**src/rtl/mantle_concat_pkg.sv**
```systemverilog
// mantle_concat_pkg
//   Shared definitions for the mantle concat stream blocks.
//   - DEFAULT_WIDTH : default word width in bits
//   - seg_state_e   : which input segment is currently being sourced
//   - frame_len     : number of words in one concatenated frame
package mantle_concat_pkg;

  localparam int DEFAULT_WIDTH = 32;

  typedef enum logic {
    SEG0 = 1'b0,
    SEG1 = 1'b1
  } seg_state_e;

  function automatic int frame_len(input int n0, input int n1);
    return n0 + n1;
  endfunction

endpackage

```
**src/rtl/mantle_out_reg.sv**
```systemverilog
// mantle_out_reg
//   Single-entry valid/ready output register carrying a data word and its
//   frame index. A new word may be loaded whenever slot_free is high; the
//   loading logic is expected to respect that.
// Ports:
//   clk, arst           rising-edge clock, asynchronous active-high reset
//   load                capture load_data/load_idx this cycle
//   load_data/load_idx  payload to capture
//   out_ready           downstream accepts the held word
//   out_data/out_idx    registered payload
//   out_valid           payload is valid
//   slot_free           register is empty or draining this cycle
module mantle_out_reg #(
  parameter int WIDTH = 32,
  parameter int IDXW  = 4
) (
  input  logic             clk,
  input  logic             arst,
  input  logic             load,
  input  logic [WIDTH-1:0] load_data,
  input  logic [IDXW-1:0]  load_idx,
  input  logic             out_ready,
  output logic [WIDTH-1:0] out_data,
  output logic             out_valid,
  output logic [IDXW-1:0]  out_idx,
  output logic             slot_free
);

  logic             valid_q, valid_d;
  logic [WIDTH-1:0] data_q, data_d;
  logic [IDXW-1:0]  idx_q, idx_d;

  // A load wins over a drain, so a simultaneous drain+load keeps valid high
  // and refreshes the payload with no bubble.
  always_comb begin
    valid_d = valid_q;
    data_d  = data_q;
    idx_d   = idx_q;
    if (load) begin
      valid_d = 1'b1;
      data_d  = load_data;
      idx_d   = load_idx;
    end else if (out_ready) begin
      valid_d = 1'b0;
    end
  end

  always_ff @(posedge clk or posedge arst) begin
    if (arst) begin
      valid_q <= 1'b0;
      data_q  <= '0;
      idx_q   <= '0;
    end else begin
      valid_q <= valid_d;
      data_q  <= data_d;
      idx_q   <= idx_d;
    end
  end

  assign out_data  = data_q;
  assign out_valid = valid_q;
  assign out_idx   = idx_q;
  assign slot_free = !valid_q || out_ready;

endmodule

```
**src/rtl/mantle_concat_stream.sv**
```systemverilog
// mantle_concat_stream
//   Streams N0 words from in0 followed by N1 words from in1 as one
//   N0+N1-word frame on a single registered valid/ready output, strictly in
//   segment order. Words offered on the inactive input wait untouched.
// Ports:
//   clk, arst                       clock, asynchronous active-high reset
//   in0_data/in0_valid/in0_ready    segment-0 source
//   in1_data/in1_valid/in1_ready    segment-1 source
//   out_data/out_valid/out_ready    frame word output
//   out_idx                         position of out_data within the frame
//   frame_done                      last frame word accepted downstream
//   err (optional)                  sticky order-violation flag
// Optional feature macro: MANTLE_CONCAT_STREAM_ORDER_CHECK_EN
//   Adds the err port, set when in1_valid stays high in SEG0 for more than
//   N0 consecutive cycles without progress on in0.
module mantle_concat_stream
  import mantle_concat_pkg::*;
#(
  parameter  int WIDTH = DEFAULT_WIDTH,
  parameter  int N0    = 9,
  parameter  int N1    = 6,
  localparam int IDXW  = $clog2(frame_len(N0, N1))
) (
  input  logic             clk,
  input  logic             arst,
  input  logic [WIDTH-1:0] in0_data,
  input  logic             in0_valid,
  output logic             in0_ready,
  input  logic [WIDTH-1:0] in1_data,
  input  logic             in1_valid,
  output logic             in1_ready,
  output logic [WIDTH-1:0] out_data,
  output logic             out_valid,
  input  logic             out_ready,
  output logic [IDXW-1:0]  out_idx,
  output logic             frame_done
`ifdef MANTLE_CONCAT_STREAM_ORDER_CHECK_EN
  ,
  output logic             err
`endif
);

  localparam int FRAME = frame_len(N0, N1);
  localparam int CMAX  = (N0 > N1) ? N0 : N1;
  localparam int CNTW  = (CMAX > 1) ? $clog2(CMAX) : 1;

  localparam logic [CNTW-1:0] CNT_LAST0 = CNTW'(N0 - 1);
  localparam logic [CNTW-1:0] CNT_LAST1 = CNTW'(N1 - 1);
  localparam logic [IDXW-1:0] IDX_BASE1 = IDXW'(N0);
  localparam logic [IDXW-1:0] IDX_LAST  = IDXW'(FRAME - 1);

  seg_state_e       state_q, state_d;
  logic [CNTW-1:0]  cnt_q, cnt_d;
  logic             slot_free;
  logic             accept;
  logic [WIDTH-1:0] load_data;
  logic [IDXW-1:0]  load_idx;

  // State register: segment selector and per-segment word counter.
  always_ff @(posedge clk or posedge arst) begin
    if (arst) begin
      state_q <= SEG0;
      cnt_q   <= '0;
    end else begin
      state_q <= state_d;
      cnt_q   <= cnt_d;
    end
  end

  // Next state: advance the counter on each accept and switch segments on
  // the last word of each segment; SEG1 wraps straight into the next frame.
  always_comb begin
    state_d = state_q;
    cnt_d   = cnt_q;
    if (accept) begin
      unique case (state_q)
        SEG0: begin
          if (cnt_q == CNT_LAST0) begin
            cnt_d   = '0;
            state_d = SEG1;
          end else begin
            cnt_d = cnt_q + CNTW'(1);
          end
        end
        SEG1: begin
          if (cnt_q == CNT_LAST1) begin
            cnt_d   = '0;
            state_d = SEG0;
          end else begin
            cnt_d = cnt_q + CNTW'(1);
          end
        end
        default: begin
          cnt_d   = '0;
          state_d = SEG0;
        end
      endcase
    end
  end

  // Outputs: readies depend only on state and the output register (never on
  // the valids), and are forced low while reset is asserted.
  always_comb begin
    in0_ready = 1'b0;
    in1_ready = 1'b0;
    accept    = 1'b0;
    load_data = in0_data;
    load_idx  = IDXW'(cnt_q);
    if (!arst) begin
      unique case (state_q)
        SEG0: begin
          in0_ready = slot_free;
          accept    = in0_valid && slot_free;
          load_data = in0_data;
          load_idx  = IDXW'(cnt_q);
        end
        SEG1: begin
          in1_ready = slot_free;
          accept    = in1_valid && slot_free;
          load_data = in1_data;
          load_idx  = IDX_BASE1 + IDXW'(cnt_q);
        end
        default: begin
          accept = 1'b0;
        end
      endcase
    end
  end

  mantle_out_reg #(
    .WIDTH (WIDTH),
    .IDXW  (IDXW)
  ) u_out_reg (
    .clk       (clk),
    .arst      (arst),
    .load      (accept),
    .load_data (load_data),
    .load_idx  (load_idx),
    .out_ready (out_ready),
    .out_data  (out_data),
    .out_valid (out_valid),
    .out_idx   (out_idx),
    .slot_free (slot_free)
  );

  assign frame_done = out_valid && out_ready && (out_idx == IDX_LAST);

`ifdef MANTLE_CONCAT_STREAM_ORDER_CHECK_EN
  localparam int SW = $clog2(N0 + 1) + 1;
  localparam logic [SW-1:0] STALL_MAX = '1;
  localparam logic [SW-1:0] STALL_LIM = SW'(N0);

  logic [SW-1:0] stall_q, stall_d;
  logic          err_q, err_d;

  // Stall counter tracks consecutive SEG0 cycles with in1 waiting and no
  // in0 progress; crossing N0 such cycles latches err until reset.
  always_comb begin
    stall_d = stall_q;
    err_d   = err_q;
    if ((state_q == SEG0 && accept) || (state_d != state_q)) begin
      stall_d = '0;
    end else if (state_q == SEG0 && in1_valid) begin
      if (stall_q >= STALL_LIM) begin
        err_d = 1'b1;
      end
      if (stall_q != STALL_MAX) begin
        stall_d = stall_q + SW'(1);
      end
    end else begin
      stall_d = '0;
    end
  end

  always_ff @(posedge clk or posedge arst) begin
    if (arst) begin
      stall_q <= '0;
      err_q   <= 1'b0;
    end else begin
      stall_q <= stall_d;
      err_q   <= err_d;
    end
  end

  assign err = err_q;
`endif

endmodule

```
**config.mk**
```make
export PLATFORM = sky130hd
export DESIGN_NAME = mantle_concat_stream
export DESIGN_NICKNAME = d
export VERILOG_FILES = /design/src/rtl/mantle_concat_pkg.sv /design/src/rtl/mantle_out_reg.sv /design/src/rtl/mantle_concat_stream.sv
export SDC_FILE = /design/constraint.sdc
export NUM_CORES = 1
export LEC_CHECK = 0
export ABC_AREA = 1
export CORE_ASPECT_RATIO = 0.6
export CORE_MARGIN = 3
export CORE_UTILIZATION = 46
export CTS_BUF_LIST = sky130_fd_sc_hd__clkbuf_2
export DETAILED_ROUTE_END_ITERATION = 8
export PLACE_DENSITY = 0.88
export REMOVE_ABC_BUFFERS = 1
export SYNTH_ARGS = -nofsm -noshare
export SYNTH_HDL_FRONTEND = slang
export SYNTH_HIERARCHICAL = 1
export SYNTH_SLANG_ARGS = --single-unit
```
**constraint.sdc**
```tcl
create_clock -name clk -period 3.85 [get_ports clk]
set_clock_uncertainty 0.05 [all_clocks]
set_input_delay 0.77 -clock clk [delete_from_list [all_inputs] [get_ports clk]]
set_output_delay 0.77 -clock clk [all_outputs]
set_load 0.05 [all_outputs]
```
=== Yosys cells after proc, flatten, opt, wreduce, memory -nomap -nowiden ===
Cells that the tools add are included.

* Bits in registers: 42
* Bits of input ports: 69
* Logic and storage cells: 36

* $add $sub $neg: 2
* Eq/ne operators: 3
* Mux-type cells: 18
* Bitwise logic cells: 1
* Reductions and logical operators: 7

{| class="wikitable"
|+ Operator list
! cell !! number
|-
| case mux 32 bit (2 select lines) || 1
|-
| 2-to-1 mux 32 bit || 1
|-
| case mux 4 bit (2 select lines) || 2
|-
| 2-to-1 mux 4 bit || 3
|-
| 2-to-1 mux 1 bit || 9
|-
| equality test 4 bit, second input constant || 2
|-
| adder 4 x 1 -> 4 bit, second input constant || 1
|-
| adder 4 bit, first input constant || 1
|-
| equality test 4 x 3 -> 1 bit, second input constant || 1
|-
| logical AND 1 bit || 4
|-
| case mux 1 bit (2 select lines) || 2
|-
| nonzero test 2 bit || 1
|-
| logical NOT 1 bit || 1
|-
| logical OR 1 bit || 1
|-
| NOT 1 bit || 1
|}

=== Longest topological paths before layout ===
Gate-level depths: netlist of run 1.

* Depth after elaboration: 6
* Depth in mapped cells: 9
* Depth with buffers taken out: 9

=== Cells and area by module ===
Netlist of run 1, hierarchy kept.

{| class="wikitable"
|+ By module, submodules not included
! module !! instances !! cells each !! area an instance (sq um) !! seq. area each (sq um)
|-
| mantle_out_reg || 1 || 157 || 1,451.4 || 925.9
|-
| mantle_concat_stream || 1 || 166 || 867.1 || 125.1
|}

=== Least setup slack after synthesis of run 1 ===
Ideal clock, no wire load.

* Path kind: input port to output port
* From: input out_ready
* To: output in0_ready
* Arrival: 2.028 ns
* Slack: 1.002 ns
* Cell stages on the path: 4
* Buffers on the path: 0
* Path through: inv_1 > nand2_1 > inv_1 > nor3_1

* Cells in the longest elaborated chain, start to end: 3

{| class="wikitable"
|+ RTL lines
! element !! line !! RTL
|-
| start: declaration || mantle_concat_stream.sv:34 || <nowiki>input logic out_ready,</nowiki>
|-
| logical OR 1 bit || mantle_out_reg.sv:63 || <nowiki>assign slot_free = !valid_q || out_ready;</nowiki>
|-
| via slot_free || mantle_concat_stream.sv:54 || <nowiki>logic slot_free;</nowiki>
|-
| 2-to-1 mux 1 bit || mantle_concat_stream.sv:110 || <nowiki>unique case (state_q)</nowiki>
|-
| 2-to-1 mux 1 bit || mantle_concat_stream.sv:109 || <nowiki>if (!arst) begin</nowiki>
|-
| end: declaration || mantle_concat_stream.sv:28 || <nowiki>output logic in0_ready,</nowiki>
|}

The timed path passes the listed nets, and every way through them passes these cells.

=== Final worst setup path of run 1 ===
Same ends and word-level chain as after synthesis.

==> results of run 1 <==
[logic make-up (layout without fill, tap and decap cells)]
group | count (synthesis) | after routing | share of synthesized area [%]
adders and majority gates | 3 | 3 | 1.62
buffers and inverters | 27 | 129 | 8.58
AOI/OAI and AO/OA | 2 | 2 | 0.432
DFF | 42 | 42 | 45.3
xor gates and xnor gates | 2 | 2 | 0.756
and+or+nand+nor | 247 | 247 | 43.3
[worst paths after layout]
kind	to	cells past startpoint
max in group asynchronous	u_out_reg/out_data[12]	3
min reg2reg	u_out_reg/out_data[24]	2
max	in0_ready	6
min in group asynchronous	state_q	2
min	u_out_reg/out_data[24]	2
max reg2reg	u_out_reg/out_data[21]	6
[cell type report]
class                      count  area (um^2)
clock buffer                   5         25.0
clock inverter                 3         16.3
fill                         378         1330
inverter                      11         48.8
multi-input combinational    254         1070
sequential                    42         1050
tap                           63         78.8
timing repair buffer         110         1090
[cells in the final DEF, fill, tap and decap left out, types with 2 or more instances in the layout]
cell and count:
o21ai_0 2, dfrtp_1 42, clkdlybuf4s50_1 107, clkbuf_2 5
nand3_1 11, inv_1 8, nand2_1 215, ha_1 3
buf_4 3, nand2_2 10, nor2_1 2, xor2_1 2
inv_2 2, nand4_1 3
[state kept, by name, indices dropped and copies added (netlist names)]
name	cells
u_out_reg/out_idx	4
state_q	1
u_out_reg/out_data	32
cnt_q	4
u_out_reg/out_valid	1
[worst register-to-register path: cells and delay by family (launching register included)]
family | cells | cell delay, ns
flops | 1 | 0.57
simple gates | 5 | 0.71
buf+inv | 1 | 0.53
[power by group]
| part | switching, mW | internal (mW) | total (mW) |
|---|---|---|---|
| clock network | 0.142 | 0.0414 | 0.183 |
| logic | 1.03 | 0.513 | 1.54 |
| registers | 0.154 | 0.637 | 0.791 |
[metal layers]
metal / part of all wire [%] / global-route usage [%] / up-vias
met5: 0 / 0 / -
met4: 1.2 / 6.90 / 0
met1: 45 / 26.4 / 1013
met3: 12 / 9.87 / 8
li1: - / - / 1176
met2: 42 / 32.8 / 106
[per-stage QoR]
stage / cell area [um^2] / power (mW)
after floorplan: 2170 / 1.77
after global placement: 3340 / 2.32
after detailed placement: 3340 / 2.35
after CTS: 3380 / 2.53
after global routing: 3380 / 2.67
final: 3380 / 2.51
==> flow_summary.toml, run 1 <==
[grt]
grt_pass1_vias = 2184
grt_use_total_pct = 21.0
antenna_found_initial = 0
grt_max_degree = 43
grt_pass1_wl_um = 9880
grt_overflow = 0

[layout]
layout.nets = 496
flow.area_growth_from_synthesis_pct = 45.9
drive_above_1_share_pct = 6.35
final_cells = 488
fin_util_pct = 71.9
insertedDiodeCount = 0

[die]
fp.dieW_um = 97.7
dieArea_um2 = 5960
io_pins = 109
coreArea_um2 = 4710
initial_utilization_pct = 49.3
core.rowCount = 19
die_y_um = 61.0

[placement]
dp.cells = 480
dp_hpwl_um = 4490
place_congestion = 0.822
pre_cts_ws_ns = 0.558
port_buffers = 108

[worst_setup_path]
cp_data_required_time_ns = 3.03
path_max_fanout = 4
critPathLaunch = "out_ready"
start_kind = "input port"
reg2reg_slack_ns = 1.96
critPathBufInv = 4
r2r-start = "state_q"
critPathMaxStageDelay_ns = 0.82
path_class = "input port to primary output"
critPathArrivalTime_ns = 2.47
cp-end-kind = "primary output"
crit_slowest_cell = "clkdlybuf4s50_1"
worstPathCellList = "clkdlybuf4s50_1 -> inv_1 -> nand2_1 -> inv_1 -> nor3_1 -> clkdlybuf4s50_1"
crit_family = "buffers and inverters"

[clocking]
cts.sinks = 42
cts_max_path_buffers = 2
root_buffer = "clkbuf_2"
h-tree-depth = 2
cts_made_buffers = 5
clk_pin_slew_ns = 0.19
post_cts_resized = 0
cts_post_setup_buffers_inserted = 0
cts_tree = "yes"
clock_latency_ns = 0.39
post_cts_hold_buffer_count = 0

[drt]
vias = 2303
first_pass_iters = 5
postRouteAntennaNets = 0
route.detailed.wl_per_inst_um = 12.3
drt_iter0_drc = 85
routed_wl_um = 6010
avgViaCountPerCell = 4.72
drc = 0

[sta]
maxSlewHeadroom_pct = 62.1
whs_ns = 0.448
finalSetupTns_ns = 0
fin_crit_sh_pct = 85.5
setup-violations-final = 0
setup_ws_ns = 0.557
rsz0062_at_grt = "no"
fin_crit_ns = 3.29
worstMarginPinSlew_ns = 0.567
max_clock_freq_ghz = 0.304
hold_viol = 0
slew_violations = 0

[yosys]
synth_cells = 323
yosysTopAreaCellShare_pct = 45.3
synthTopCellsByArea = "dfrtp_1 (45%), nand2_1 (35%), buf_6 (3.9%), nand2_2 (2.7%), nand3_1 (2.4%)"
syn_area_um2 = 2320
yosysTopAreaCell = "dfrtp_1"
ys_ff_latch = 42
synth_area_per_cell_um2 = 7.18
ys_seq_area_share_pct = 45.3
synth_flop_cell = "dfrtp_1"
yosysWarnings = 6
synth_edf_count = 0
synth_cell_types = 22
netlist_top_cells_count = "nand2_1 (215), dfrtp_1 (42), nand3_1 (11)"
synth.most_common_cell = "nand2_1"
synthArstFlopShare_pct = 100

[power_and_ir_drop]
leakage_nw = 1.76
ir_worst_vdd_v = 0.000341
power_density_nw_per_um2 = 743

[outcome]
status = "finished clean"

[min_path]
min_from = "u_out_reg/out_data[24]"
hold_class = "flip-flop to flip-flop"

[run]
cap_violations = 0
Note: power is estimated with default switching activity, not from simulation.
==> inputs of run 2 (changes only) <==
--- a/config.mk
+++ b/config.mk
@@ -11,6 +11,7 @@
 export CORE_UTILIZATION = 46
 export CTS_BUF_LIST = sky130_fd_sc_hd__clkbuf_2
 export DETAILED_ROUTE_END_ITERATION = 8
+export GPL_ROUTABILITY_DRIVEN = 0
 export PLACE_DENSITY = 0.88
 export REMOVE_ABC_BUFFERS = 1
 export SYNTH_ARGS = -nofsm -noshare
==> results of run 2 <==
Final layout, timing and power as in run 1 (identical DEF).
==> inputs of run 3 (changes only) <==
--- a/config.mk
+++ b/config.mk
@@ -7,7 +7,6 @@
 export LEC_CHECK = 0
 export ABC_AREA = 1
 export CORE_ASPECT_RATIO = 0.6
-export CORE_MARGIN = 3
 export CORE_UTILIZATION = 46
 export CTS_BUF_LIST = sky130_fd_sc_hd__clkbuf_2
 export DETAILED_ROUTE_END_ITERATION = 8
==> flow_summary.toml, run 3 (synthesized netlist as in run 1, its figures left out) <==
[outcome]
status = "finished clean"

[grt]
grt_pass1_vias = 2211
grt_overflow = 0
grt_pass1_wl_um = 9900
antenna_found_initial = 0
grt_max_degree = 43
grt_use_total_pct = 24.0

[drt]
drc = 0
first_pass_iters = 5
vias = 2321
routed_wl_um = 5910
route.detailed.wl_per_inst_um = 12.1
avgViaCountPerCell = 4.76
postRouteAntennaNets = 0
drt_iter0_drc = 138

[sta]
worstMarginPinSlew_ns = 0.573
slew_violations = 0
finalSetupTns_ns = 0
hold_viol = 0
fin_crit_ns = 3.36
max_clock_freq_ghz = 0.298
maxSlewHeadroom_pct = 61.8
setup-violations-final = 0
fin_crit_sh_pct = 87.3
rsz0062_at_grt = "no"
whs_ns = 0.447

[worst_setup_path]
reg2reg_depth = 6
path_class = "input port to primary output"
critPathArrivalTime_ns = 2.54
worstPathCellList = "clkdlybuf4s50_1 -> inv_1 -> nand2_1 -> inv_1 -> nor3_1 -> clkdlybuf4s50_1"
cp-end-kind = "primary output"
crit_slowest_cell = "clkdlybuf4s50_1"
r2r_end = "u_out_reg/out_idx[1]"
crit_family = "buffers and inverters"
r2r-start = "state_q"
path_max_fanout = 4
reg2reg_slack_ns = 1.96
critPathMaxStageDelay_ns = 0.83
start_kind = "input port"
cp_data_required_time_ns = 3.03
critPathBufInv = 4

[layout]
multi_input_area_um2 = 1070
layout.nets = 496
nFillCells = 393
final_common_cell = "nand2_1"
layout_common_cells = "nand2_1 (215), clkdlybuf4s50_1 (107), dfrtp_1 (42), nand3_1 (11), nand2_2 (10)"
largest_reg_flops = 32
drive_above_1_share_pct = 6.35
regArea_um2 = 1050
flow.area_growth_from_synthesis_pct = 47.9
insertedDiodeCount = 0

[clocking]
cts.sinks = 42
post_cts_resized = 0
cts_tree = "yes"
post_cts_hold_buffer_count = 0
cts_made_buffers = 5
clk_pin_slew_ns = 0.20
h-tree-depth = 2
root_buffer = "clkbuf_2"
cts_max_path_buffers = 2
clock_latency_ns = 0.38
cts_post_setup_buffers_inserted = 0

[placement]
port_buffers = 108
dp_hpwl_um = 4260

[die]
coreArea_um2 = 4710
die_y_um = 57.0
core.rowCount = 19
dieArea_um2 = 5340
fp.dieW_um = 93.7
initial_utilization_pct = 49.3
io_pins = 109

[power_and_ir_drop]
leakage_nw = 1.78
power_density_nw_per_um2 = 772
ir_worst_vdd_v = 0.000416

[min_path]
hold-path-cell-count = 2
min_from = "u_out_reg/out_data[4]"
hold_class = "flip-flop to flip-flop"
hold_end = "u_out_reg/out_data[4]"

[run]
cap_violations = 0
==> run 3: cell count changes in the layout (fill, tap and decap cells not counted), sizes merged <==
cell / previous run / this run
clkinv: 2 / 1
clkinvlp: 1 / 0
bufinv: 0 / 2
==> run 3: worst max path at each step <==
stage / start / endpoint / slack [ns] / cells after the start
final: out_ready / in0_ready / 0.49 / 6
after floorplan: out_ready / in0_ready / 1.00 / 4
after global routing: out_ready / in0_ready / 0.39 / 6
after detailed placement: out_ready / in0_ready / 0.50 / 6
after CTS: out_ready / in0_ready / 0.49 / 6
after global placement: out_ready / in0_ready / 0.60 / 6
==> run 3: worst reg2reg max path: stages, from the launching register on <==
cell	delay, ns
dfrtp_1	0.56
nand2_2	0.32
inv_2	0.55
nand2_1	0.10
o21ai_0	0.10
nand2_1	0.07
nand2_1	0.09
==> run 3: stage by stage <==
| step | area [um^2] | util, % | setup WS (ns) | std cells | total power [mW] |
|---|---|---|---|---|---|
| 2_1_floorplan | 2170 | - | 1.00 | 307 | 1.77 |
| 3_3_place_gp | 3340 | 71.0 | 0.605 | 480 | 2.31 |
| 3_5_place_dp | 3340 | 71.0 | 0.498 | 480 | 2.34 |
| 4_1_cts | 3430 | 72.9 | 0.491 | 488 | 2.66 |
| 5_1_grt | 3430 | 72.9 | 0.394 | 488 | 2.80 |
| 6_report | 3430 | 72.9 | 0.489 | 488 | 2.65 |
==> run 3: power breakdown <==
part | total (mW) | internal, mW | switching (mW)
clock | 0.310 | 0.173 | 0.137
sequential | 0.797 | 0.637 | 0.160
combinational | 1.54 | 0.513 | 1.03
==> run 3: layout make-up <==
type                    count  area share [%]
clock buffers               5           0.730
inverters                  11            1.42
clock inverters             3            1.86
repair buffers            110            31.9
flip-flops and latches     42            30.6
well taps                  63            2.30
multi-input cells         254            31.2
==> run 3: per-layer routing <==
layer / vias to the layer above / GRT usage, % / routed length (um)
li1: 1175 / - / -
met5: - / 0 / 0
met2: 103 / 38.2 / 2600
met4: 0 / 5.27 / 34
met1: 1039 / 31.2 / 2550
met3: 4 / 9.60 / 727
